==> config.mk <==
export PLATFORM = sky130hd
export DESIGN_NAME = uart_tx
export DESIGN_NICKNAME = d
export VERILOG_FILES = /design/src/rtl/uart_pkg.sv /design/src/rtl/uart_baud_gen.sv /design/src/rtl/uart_tx.sv
export SDC_FILE = /design/constraint.sdc
export NUM_CORES = 1
export LEC_CHECK = 0
export ABC_AREA = 1
export CAP_MARGIN = 30
export CORE_MARGIN = 4
export CORE_UTILIZATION = 41
export CTS_CLUSTER_DIAMETER = 150
export DETAILED_ROUTE_END_ITERATION = 6
export GPL_TIMING_DRIVEN = 0
export PLACE_DENSITY = 0.65
export SLEW_MARGIN = 15
export SYNTH_ARGS = -nofsm -noshare
export SYNTH_HDL_FRONTEND = slang
export SYNTH_SLANG_ARGS = --single-unit
==> constraint.sdc <==
create_clock -name clk -period 2.17 [get_ports clk]
set_clock_uncertainty 0.05 [all_clocks]
set_input_delay 0.3255 -clock clk [delete_from_list [all_inputs] [get_ports clk]]
set_output_delay 0.3255 -clock clk [all_outputs]
set_load 0.005 [all_outputs]
==> src/rtl/uart_pkg.sv <==
// Shared UART definitions: FSM state encoding, frame geometry and baud math.
// Used by both the transmitter and the receiver.
package uart_pkg;

   typedef enum logic [2:0] {
      ST_IDLE   = 3'd0,
      ST_START  = 3'd1,
      ST_DATA   = 3'd2,
      ST_PARITY = 3'd3,
      ST_STOP   = 3'd4
   } uart_state_e;

   localparam int unsigned DATA_BITS  = 8;
   localparam int unsigned FRAME_BITS = 11;

   // Last count value of one bit period (bit lasts max+1 clocks).
   function automatic int unsigned baud_max(
      input int unsigned sys_clk,
      input int unsigned baud
   );
      return (sys_clk / baud) - 1;
   endfunction

endpackage

==> src/rtl/uart_baud_gen.sv <==
// Bit-period counter: counts 0..MAX while enabled, held at 0 otherwise.
// tick_o pulses for one clock on the last cycle of each bit period.
module uart_baud_gen #(
   parameter int unsigned MAX = 9
) (
   input  logic clk,
   input  logic rst,
   input  logic en_i,
   output logic tick_o
);

   localparam int W = (MAX < 1) ? 1 : $clog2(MAX + 1);
   localparam logic [W-1:0] MAX_C = W'(MAX);

   logic [W-1:0] cnt_q;
   logic [W-1:0] cnt_d;
   logic         last;

   assign last = (cnt_q == MAX_C);

   always_comb begin
      cnt_d = cnt_q;
      if (!en_i) begin
         cnt_d = '0;
      end else if (last) begin
         cnt_d = '0;
      end else begin
         cnt_d = cnt_q + 1'b1;
      end
   end

   always_ff @(posedge clk or posedge rst) begin
      if (rst) begin
         cnt_q <= '0;
      end else begin
         cnt_q <= cnt_d;
      end
   end

   assign tick_o = en_i && last;

endmodule

==> src/rtl/uart_tx.sv <==
// UART transmitter: 1-entry holding register feeding an 11-bit frame shifter.
// Define UART_TX_ODD_PARITY_EN for odd parity; even parity otherwise.
module uart_tx
   import uart_pkg::*;
#(
   parameter int unsigned BAUD    = 'd9600,
   parameter int unsigned SYS_CLK = 'd50_000_000
) (
   input  logic       clk,
   input  logic       rst,
   input  logic [7:0] in_data,
   input  logic       in_valid,
   output logic       in_ready,
   output logic       out_tx,
   output logic       out_busy
);

   localparam int unsigned MAX = baud_max(SYS_CLK, BAUD);
   localparam logic [2:0] LAST_IDX = 3'(DATA_BITS - 1);

   if ((SYS_CLK / BAUD) < 2) begin : g_bad_div
      $error("uart_tx: SYS_CLK/BAUD must be >= 2");
   end

   uart_state_e state_q;
   logic [7:0]  hold_q;
   logic        hold_full_q;
   logic [7:0]  shift_q;
   logic        par_q;
   logic [2:0]  idx_q;
   logic        tx_q;
   logic        busy_q;

   logic        tick;
   logic        par_d;
   logic        accept;

   uart_baud_gen #(
      .MAX (MAX)
   ) u_baud (
      .clk    (clk),
      .rst    (rst),
      .en_i   (state_q != ST_IDLE),
      .tick_o (tick)
   );

`ifdef UART_TX_ODD_PARITY_EN
   assign par_d = ~^hold_q;
`else
   assign par_d = ^hold_q;
`endif

   assign accept   = in_valid && !hold_full_q;
   assign in_ready = !hold_full_q;
   assign out_tx   = tx_q;
   assign out_busy = busy_q;

   // Accept and load are mutually exclusive (hold_full gates both).
   always_ff @(posedge clk or posedge rst) begin
      if (rst) begin
         state_q     <= ST_IDLE;
         hold_q      <= '0;
         hold_full_q <= 1'b0;
         shift_q     <= '0;
         par_q       <= 1'b0;
         idx_q       <= '0;
         tx_q        <= 1'b1;
         busy_q      <= 1'b0;
      end else begin
         if (accept) begin
            hold_q      <= in_data;
            hold_full_q <= 1'b1;
         end
         unique case (state_q)
            ST_IDLE: begin
               if (hold_full_q) begin
                  shift_q     <= hold_q;
                  par_q       <= par_d;
                  hold_full_q <= 1'b0;
                  state_q     <= ST_START;
                  tx_q        <= 1'b0;
                  busy_q      <= 1'b1;
               end
            end
            ST_START: begin
               if (tick) begin
                  state_q <= ST_DATA;
                  idx_q   <= '0;
                  tx_q    <= shift_q[0];
               end
            end
            ST_DATA: begin
               if (tick) begin
                  shift_q <= shift_q >> 1;
                  if (idx_q == LAST_IDX) begin
                     state_q <= ST_PARITY;
                     tx_q    <= par_q;
                  end else begin
                     idx_q <= idx_q + 1'b1;
                     tx_q  <= shift_q[1];
                  end
               end
            end
            ST_PARITY: begin
               if (tick) begin
                  state_q <= ST_STOP;
                  tx_q    <= 1'b1;
               end
            end
            ST_STOP: begin
               if (tick) begin
                  if (hold_full_q) begin
                     shift_q     <= hold_q;
                     par_q       <= par_d;
                     hold_full_q <= 1'b0;
                     state_q     <= ST_START;
                     tx_q        <= 1'b0;
                  end else begin
                     state_q <= ST_IDLE;
                     tx_q    <= 1'b1;
                     busy_q  <= 1'b0;
                  end
               end
            end
            default: begin
               state_q <= ST_IDLE;
               tx_q    <= 1'b1;
               busy_q  <= 1'b0;
            end
         endcase
      end
   end

endmodule

# [Word-level counts from Yosys, hierarchy flattened]
# Index checks and enable logic that the tools add are counted.
[word_totals] regBits=39 input_bits=11 out_inout_bits=3 word_cells=79
[classes] addsub=2 eq_ne=14 muxes=37 bitwise=1 n_reduce_logical=16
[op_table] op="3-bit two-way mux" count=9
[op_table] op="13-bit two-way mux" count=2
[op_table] op="8-bit two-way mux" count=3
[op_table] op="8-bit case mux with 3 select lines" count=1
[op_table] op="1-bit two-way mux" count=16
[op_table] op="2-bit inequality test (second input constant)" count=8
[op_table] op="3-bit case mux with 5 select lines" count=1
[op_table] op="13-bit by 1-bit adder with 13-bit output (second input constant)" count=1
[op_table] op="13-bit equality test (second input constant)" count=1
[op_table] op="4-bit AND reduction" count=2
[op_table] op="8-bit XOR reduction" count=1
[op_table] op="3-bit by 2-bit equality test with 1-bit output (second input constant)" count=2
[op_table] op="3-bit equality test (second input constant)" count=2
[op_table] op="3-bit case mux with 2 select lines" count=1
[op_table] op="6-bit AND reduction" count=1
[op_table] op="3-bit nonzero test" count=2
[op_table] op="1-bit case mux with 5 select lines" count=1
[op_table] op="5-bit AND reduction" count=1
[op_table] op="1-bit case mux with 2 select lines" count=2
[op_table] op="2-bit nonzero test" count=2
[op_table] op="3-bit by 1-bit adder with 3-bit output (second input constant)" count=1
[op_table] op="3-bit by 1-bit equality test with 1-bit output (second input constant)" count=1
[op_table] op="3-bit logical NOT" count=1
[op_table] op="1-bit case mux with 3 select lines" count=1
[op_table] op="other kinds (6)" count=7

# [Longest topological paths before layout]
# Gate-level depths: netlist of run 1.
[depth] depth_word=6 mapped_depth=9 mapped_depth_nobuf=9

# [Hierarchy]
# From an unflattened synthesis of run 1, not the netlist that was laid out.
[hier_totals] hier_cells=306 hier_area_um2=2269.7
[by_module_without_submodules] module="uart_tx" instances=1 cells_per_inst=204 area_per_inst_um2=1517.7 seq_area_each_um2=651.9
[by_module_without_submodules] module="uart_baud_gen" instances=1 cells_per_inst=102 area_per_inst_um2=752.0 seq_area_each_um2=325.3

# [Least setup slack after synthesis of run 1]
# No wires, ideal clock.
[synth_timing] path_kind="register to register" start="register u_baud.cnt_q[0]" end="register shift_q[4]" setup_ns=0.122 t_arrival_ns=1.347 t_required_ns=1.998 path_slack_ns=0.652 path_stages_with_launch=10 n_path_buf=1 synth_period_minus_slack_ns=1.518 path_cell_list="dfrtp_1 ha_1 nand2_2 nor2_4 nand3_4 o21ai_2 nand2_4 buf_6 nand2_1 o21ai_2"
[synth_between] elab_chain_len=4 elab_cells_between_ends=5 cone_classes="3 x eq/ne; 2 x reduce/logical"
[synth_rtl] element="from (decl)" line="uart_baud_gen.sv:15" text="logic [W-1:0] cnt_q;"
[synth_rtl] element="from (signal assigned)" line="uart_baud_gen.sv:36" text="cnt_q <= cnt_d;"
[synth_rtl] element="13-bit equality test *" line="uart_baud_gen.sv:19" text="assign last = (cnt_q == MAX_C);"
[synth_rtl] element="1-bit logical AND *" line="uart_baud_gen.sv:40" text="assign tick_o = en_i && last;"
[synth_rtl] element="2-bit inequality test (no source line)"
[synth_rtl] element="3-bit AND reduction (no source line) *"
[synth_rtl] element="to (signal assigned)" line="uart_tx.sv:77" text="shift_q <= hold_q;"
[synth_rtl] element="to (signal assigned)" line="uart_tx.sv:94" text="shift_q <= shift_q >> 1;"
[synth_rtl] element="to (signal assigned)" line="uart_tx.sv:113" text="shift_q <= hold_q;"
[synth_rtl] element="to (decl)" line="uart_tx.sv:28" text="logic [7:0] shift_q;"
# Mark *: on every way between the ends. The rest lies on a longest branch, timed or not.
# A chain may end at the register's enable or synchronous reset.

# [Worst setup path after layout of run 1]
[layout_timing] start="register hold_full_q" end="output port in_ready"
[layout_between] elab_chain_len=1
[layout_rtl] element="from (decl)" line="uart_tx.sv:27" text="logic hold_full_q;"
[layout_rtl] element="from (signal assigned)" line="uart_tx.sv:63" text="hold_full_q <= 1'b0;"
[layout_rtl] element="from (signal assigned)" line="uart_tx.sv:72" text="hold_full_q <= 1'b1;"
[layout_rtl] element="from (signal assigned)" line="uart_tx.sv:79" text="hold_full_q <= 1'b0;"
[layout_rtl] element="1-bit logical NOT" line="uart_tx.sv:54" text="assign in_ready = !hold_full_q;"
[layout_rtl] element="to (decl)" line="uart_tx.sv:13" text="output logic in_ready,"
# No other way between the ends.

==> results of run 1 <==
[layer usage]
| metal | vias up | GRT usage (%) | share of wire (%) |
|---|---|---|---|
| li1 | 793 | - | - |
| met2 | 16 | 20.5 | 45 |
| met5 | - | 0 | 0 |
| met3 | 6 | 4.06 | 3.0 |
| met1 | 696 | 17.7 | 50 |
| met4 | 0 | 4.64 | 1.7 |
[critical path: cells and delay by family, from the launching register on]
family	cells	cell delay (ns)
buffers and inverters	2	0.63
DFF	1	0.42
[cell usage in the layout (no fill, tap or decap), types with 3 or more instances in the layout]
| cell | netlist | layout |
|---|---|---|
| a21oi_1 | 6 | 6 |
| inv_2 | 5 | 6 |
| mux2_2 | 8 | 8 |
| ha_1 | 3 | 3 |
| nand2_2 | 6 | 6 |
| xnor2_1 | 6 | 6 |
| nor3_1 | 3 | 3 |
| xor2_1 | 4 | 4 |
| nor2_1 | 14 | 14 |
| dfrtp_1 | 38 | 38 |
| mux2i_1 | 7 | 7 |
| o21ai_1 | 3 | 3 |
| o21ai_0 | 3 | 3 |
| clkdlybuf4s50_1 | 0 | 13 |
| o21ai_2 | 8 | 8 |
| nand3_1 | 11 | 11 |
| nand2_1 | 55 | 55 |
| inv_1 | 19 | 18 |
| clkbuf_8 | 0 | 7 |
| nand4_1 | 6 | 6 |
| nor2_2 | 6 | 6 |
[metrics by stage]
| stage | hold WS, ns | util [%] |
|---|---|---|
| 2_1_floorplan | 0.391 | - |
| 3_3_place_gp | 0.405 | 47.8 |
| 3_5_place_dp | 0.411 | 48.2 |
| 4_1_cts | 0.197 | 50.2 |
| 5_1_grt | 0.205 | 50.2 |
| 6_report | 0.197 | 50.2 |
[logic make-up after synthesis]
| logic type | share of synthesized area [%] |
|---|---|
| xor+xnor | 4.17 |
| mux | 7.62 |
| flops | 46.5 |
| buf+inv | 5.36 |
| compound gates | 8.87 |
| fa+ha+maj | 1.79 |
| simple gates | 25.7 |
[registers in the layout (all words and copies together) (netlist names)]
| register | count |
|---|---|
| u_baud.cnt_q | 13 |
| hold_full_q | 1 |
| shift_q | 8 |
| out_tx | 1 |
| state_q | 3 |
| idx_q | 3 |
| out_busy | 1 |
| par_q | 1 |
| hold_q | 8 |
[final timing paths]
check / cells past startpoint / start / slack, ns / end
setup / recovery: 2 / hold_full_q / 0.45 / in_ready
hold / removal: 2 / rst / 0.20 / u_baud.cnt_q[7]
setup reg to reg: 9 / u_baud.cnt_q[0] / 0.52 / shift_q[4]
hold reg to reg: 2 / out_tx / 0.42 / out_tx
max in group asynchronous: 3 / rst / 1.40 / out_tx
min in group clk: 2 / out_tx / 0.42 / out_tx
[synthesized netlist by cell type (all sizes together)]
| library cell | n | area share (%) |
|---|---|---|
| or2 | 1 | 0.30 |
| mux2 | 8 | 4.3 |
| nand2 | 63 | 13 |
| xnor2 | 6 | 2.5 |
| o211ai | 1 | 0.36 |
| ha | 3 | 1.8 |
| mux2i | 7 | 3.3 |
| o21a | 2 | 0.71 |
| dfrtp | 38 | 45 |
| nor4 | 1 | 0.30 |
| and3 | 1 | 0.30 |
| inv | 24 | 4.3 |
| a21oi | 9 | 3.0 |
| dfstp | 1 | 1.3 |
| nor3b | 1 | 0.36 |
| nor2 | 22 | 5.4 |
| xor2 | 4 | 1.7 |
| nor3 | 3 | 0.71 |
| buf | 2 | 1.1 |
| nand4 | 6 | 1.8 |
| nand3 | 13 | 3.9 |
| o21ai | 14 | 4.8 |
[power by group]
part,internal [mW],switching [mW]
clock network,0.290,0.253
registers,0.978,0.200
logic,0.677,0.850
total,1.95,1.30
[cell type report]
cell class              count  area share, %
plain buffers               2          0.924
clock buffers               8           4.11
inverters                  24           3.70
multi-input cells         165           41.6
flip-flops and latches     39           40.1
well taps                  67           3.44
repair buffers             14           6.16
==> summary.md, run 1 <==
| Metric | Value |
|---|---|
| Outcome | finished clean |
| Clock sinks | 39 |
| Synth warnings | 0 |
| Number of buffers added for setup after CTS | 0 |
| Post-synthesis sequential area ratio | 46.5% |
| Die height | 79.6 um |
| Layout fillers | 472 |
| Static leakage | 1.14 nW |
| DIE AREA | 0.00634 mm^2 |
| Max Cap Viol | 0 |
| Final setup margin | 0.454 ns |
| Fin. Hold Viols | 0 |
| Post-cts hold buffer count | 0 |
| Initial antenna violation count | 0 |
| Total track usage | 13.3% |
| Setup violators final | 0 |
| Post_cts resized | 0 |
| #FFs+latches synth | 39 |
| Wire length per cell | 11.4 um |
| Num CTS Buffers | 5 |
| Critical path peak fanout | 5 |
| Max rail drop VDD | 0.702 mV |
| Drt total wl | 3650 um |
| Pins Over Slew Limit | 0 |
| Largest net degree at the start of global routing | 33 |
| Die W | 79.6 um |
| Via Count | 1,511 |
| Vias in the first global route | 1,462 |
| Synth-to-Final Area Change | 15.9% |
| CTS root buffer | clkbuf_8 |
| Period utilization | 79.1% |
| Placement Cell Area | 0.00234 mm^2 |
| DR iter-0 viols | 71 |
| Row count | 25 |
| DRT Pass-1 Iters | 4 |
| Setup Total Neg Slack | 0 ns |
| Post-layout min period | 1.72 ns |
| Global-route wire length before repair | 6550 um |
| Area of the multi-input gates | 0.00101 mm^2 |
| Cells after Synth | 230 |
| Req. time, crit path | 1.79 ns |
| RSZ-0062 raised after global routing | no |
| Cell variety after synth | 33 |
| Mapped Nets | 244 |
| CTS tree | yes |
| Crit end category | output pin |
| Global route overflow | 0 |
| Slowest stage cell, crit path | clkdlybuf4s50_1 |
| Initial Utilization | 43.4% |
| Placed Instances | 311 |
| Final net count | 265 |
| Kind of critical path | reg2out |
| Clock transition at path regs | 0.08 ns |
| H-tree depth | 2 |
| Startpoint types | register |
| Final instance area | 0.00244 mm^2 |
| Sequential cell area | 977 um^2 |
| Worst Tran Pin Value | 0.344 ns |
| Synthesized area | 0.00210 mm^2 |
| DR vias/cell | 4.74 |
| Syn_area_per_cell | 9.14 um^2 |
| Max frequency | 0.583 GHz |
| CP Cell Sequence | inv_1, clkdlybuf4s50_1 |
| Worst min-delay path class | in2async |
| Post-DRT Antenna Nets | 0 |
| Total power | 3.25 mW |
| Io pins | 14 |
| WP data arrival | 1.34 ns |
| Slew Limit Headroom | 77.0% |
| Fin cells | 319 |
| ANT cells | 0 |
| Clk buf depth | 2 |
| Layout cells sized above 1 | 21.8% |
| RePlAce Congestion | 0.785 |
| Core Region | 0.00485 mm^2 |
| PD cells | 1330 mW/mm^2 |
| Place WS | 0.503 ns |
| Clk_lat worst skew | 0.29 ns |
| Post-DP HPWL | 2720 um |
| Worst path max stage delay | 0.51 ns |
| DRC viols | 0 |
| PortBufs | 13 |
Power figures use the tool's default switching activity.
==> run 2: changes to the inputs <==
--- a/config.mk
+++ b/config.mk
@@ -12,7 +12,7 @@
 export CTS_CLUSTER_DIAMETER = 150
 export DETAILED_ROUTE_END_ITERATION = 6
 export GPL_TIMING_DRIVEN = 0
-export PLACE_DENSITY = 0.65
+export PLACE_DENSITY = 0.67
 export SLEW_MARGIN = 15
 export SYNTH_ARGS = -nofsm -noshare
 export SYNTH_HDL_FRONTEND = slang
==> constraint.sdc (replaced) <==
create_clock -name clk -period 1.5 [get_ports clk]
set_clock_uncertainty 0.05 [all_clocks]
set_input_delay 0.225 -clock clk [delete_from_list [all_inputs] [get_ports clk]]
set_output_delay 0.225 -clock clk [all_outputs]
set_load 0.005 [all_outputs]
==> run 2 against run 1 <==
The flow now finishes with violations (setup timing). Critical endpoint is now shift_q[5]. Sequential share of layout area shrank 2.7 points. Largest power group unchanged. First-iteration DRC count up 24%. Sequential cell count did not move. Largest cell class unchanged.
==> summary.md, run 2 (synthesis gave the netlist of run 1 again) <==
| Metric | Value |
|---|---|
| Failing checks | setup timing |
| Max frequency | 0.644 GHz |
| DRC viols | 0 (unchanged) |
| Clk_lat worst skew | 0.30 ns (was 0.29 ns) |
| Initial Utilization | 43.4% (unchanged) |
| H-tree depth | 2 (unchanged) |
| Final net count | 276 (was 265) |
| Outcome | complete, but fails checks (was finished clean) |
| Die W | 79.6 um (unchanged) |
| PortBufs | 13 (unchanged) |
| Layout cells sized above 1 | 33.5% (was 21.8%) |
| Core Region | 0.00485 mm^2 (unchanged) |
| Final setup margin | -0.0523 ns (was 0.454 ns) |
| Pins Over Slew Limit | 0 (unchanged) |
| Switch share | 41.2% (was 40.1%) |
| Sequential cell area | 978 um^2 (was 977 um^2) |
| Req. time, crit path | 1.64 ns (was 1.79 ns) |
| Largest regs | u_baud.cnt_q: 13 flops, hold_q: 8 flops, shift_q: 8 flops (unchanged) |
| Layout fillers | 452 (was 472) |
| DRT Pass-1 Iters | 4 (unchanged) |
| Area of the multi-input gates | 0.00110 mm^2 (was 0.00101 mm^2) |
| Final core utilization | 54.0% (was 50.2%) |
| CTS root buffer | clkbuf_8 (unchanged) |
| Global route overflow | 0 (unchanged) |
| Worst min-delay path class | in2async (unchanged) |
| WP data arrival | 1.69 ns (was 1.34 ns) |
| DR iter-0 viols | 88 (was 71) |
| Fin. Hold Viols | 0 (unchanged) |
| Die height | 79.6 um (unchanged) |
| Placement Cell Area | 0.00234 mm^2 (about the same) |
| RePlAce Congestion | 0.784 (was 0.785) |
| Static leakage | 1.22 nW (was 1.14 nW) |
| Wire length per cell | 12.0 um (was 11.4 um) |
| Critical path peak fanout | 10 (was 5) |
| Vias in the first global route | 1,544 (was 1,462) |
| Clock network fraction of total power | 14.3% (was 16.7%) |
| Setup violators final | 12 (was 0) |
| Kind of critical path | reg2reg (was reg2out) |
| Clock transition at path regs | 0.08 ns (about the same) |
| Total power | 4.91 mW (was 3.25 mW) |
| Num CTS Buffers | 5 (unchanged) |
| Hold WS | 0.109 ns (was 0.197 ns) |
| Most frequent cells in the layout | nand2_1 (44), dfrtp_1 (37), nand2_2 (15) (was nand2_1 (55), dfrtp_1 (38), inv_1 (18)) |
| Startpoint types | register (unchanged) |
| RSZ-0062 raised after global routing | yes (was no) |
| Max rail drop VDD | 0.950 mV (was 0.702 mV) |
| Clk buf depth | 2 (unchanged) |
| Placed Instances | 311 (unchanged) |
| Initial antenna violation count | 0 (unchanged) |
| DR vias/cell | 4.89 (was 4.74) |
| Largest net degree at the start of global routing | 31 (was 33) |
| CTS tree | yes (unchanged) |
| Row count | 25 (unchanged) |
| Via Count | 1,615 (was 1,511) |
| Crit end category | register (was output pin) |
| Clock sinks | 39 (unchanged) |
| Fin cells | 330 (was 319) |
| Post-layout min period | 1.55 ns |
| Max reg flops | 13 (unchanged) |
| Global-route wire length before repair | 6990 um (was 6550 um) |
| Most flop-heavy register | u_baud.cnt_q (unchanged) |
| Sw power | 2.02 mW (was 1.30 mW) |
| PD cells | 1880 mW/mm^2 (was 1330 mW/mm^2) |
| Total track usage | 14.0% (was 13.3%) |
| Flop pwr share | 34.8% (was 36.3%) |
| Synth-to-Final Area Change | 24.5% (was 15.9%) |
| Max Cap Viol | 0 (unchanged) |
| Slew Limit Headroom | 76.0% (was 77.0%) |
| Place WS | -0.174 ns (was 0.503 ns) |
| Worst Tran Pin Value | 0.359 ns (was 0.344 ns) |
| Io pins | 14 (unchanged) |
| ANT cells | 0 (unchanged) |
| DIE AREA | 0.00634 mm^2 (unchanged) |
| Period utilization | 103% |
| Post-DP HPWL | 2770 um (was 2720 um) |
| Final instance area | 0.00262 mm^2 (was 0.00244 mm^2) |
| Post-DRT Antenna Nets | 0 (unchanged) |
| Gate power share | 50.8% (was 47.0%) |
| Setup Total Neg Slack | -0.380 ns (was 0 ns) |
| Drt total wl | 3970 um (was 3650 um) |
| Most common cell after layout, fill and taps aside | nand2_1 (unchanged) |
| Int Power | 2.89 mW (was 1.95 mW) |
| R2R cell count | 9 (unchanged) |
==> run 2: cell types whose count changed in the layout (fill, tap and decap cells not counted), sizes merged <==
cell	change
dlymetal6s2s	+1
clkinv	+1
clkdlybuf4s50	-3
dlygate4sd2	+2
clkbuf	-2
buf	+11
clkinvlp	+1
==> run 2: cell type report <==
| cell class | count | share of cell area, % |
|---|---|---|
| Clock buffer | 6 | 2.77 |
| Buffer | 2 | 1.00 |
| Timing Repair Buffer | 25 | 9.37 |
| Inverter | 24 | 3.54 |
| Multi-Input combinational cell | 165 | 42.2 |
| Sequential cell | 39 | 37.4 |
| Tap cell | 67 | 3.20 |
| Clock inverter | 2 | 0.478 |
==> run 2: path summary, 6_finish.rpt <==
kind / startpoint / end / slack (ns)
max in group asynchronous: rst / out_tx / 0.79
setup / recovery: u_baud.cnt_q[1] / shift_q[5] / -0.05
hold reg to reg: out_tx / out_tx / 0.42
min in group clk: out_tx / out_tx / 0.42
setup reg to reg: u_baud.cnt_q[1] / shift_q[5] / -0.05
hold / removal: rst / hold_q[6] / 0.11
==> run 2: repair_timing <==
action,4_1_cts,5_1_grt
pin swaps,7,5
cloned,0,0
setup buffers,7,4
setup endpoints to repair,28,27
hold buffers,0,0
resized for setup,20,14
endpoints found under the hold margin,0,0
==> run 2: power groups by stage <==
| stage | clock (mW) | combinational, mW | sequential (mW) |
|---|---|---|---|
| 3_5_place_dp | 0 | 2.23 | 1.72 |
| 2_1_floorplan | 0 | 1.83 | 1.65 |
| 3_3_place_gp | 0 | 2.18 | 1.71 |
| 4_1_cts | 0.736 | 2.50 | 1.71 |
| 5_1_grt | 0.778 | 2.80 | 1.76 |
| 6_report | 0.704 | 2.50 | 1.71 |
==> run 2: per-layer routing <==
metal  GRT usage, %  wire (um)
met5              0          0
met4           6.70         99
met3           2.82        113
met2           22.8       1890
met1           17.8       1870
==> run 2: critical path, stage by stage (launching register included) <==
cell and delay [ns]:
dfrtp_1 0.40, ha_4 0.16, nand2_4 0.07, nor2_4 0.12, nand3_4 0.17, o21ai_2 0.12
nand2_4 0.09, buf_8 0.16, nand2_2 0.06, o21ai_2 0.05
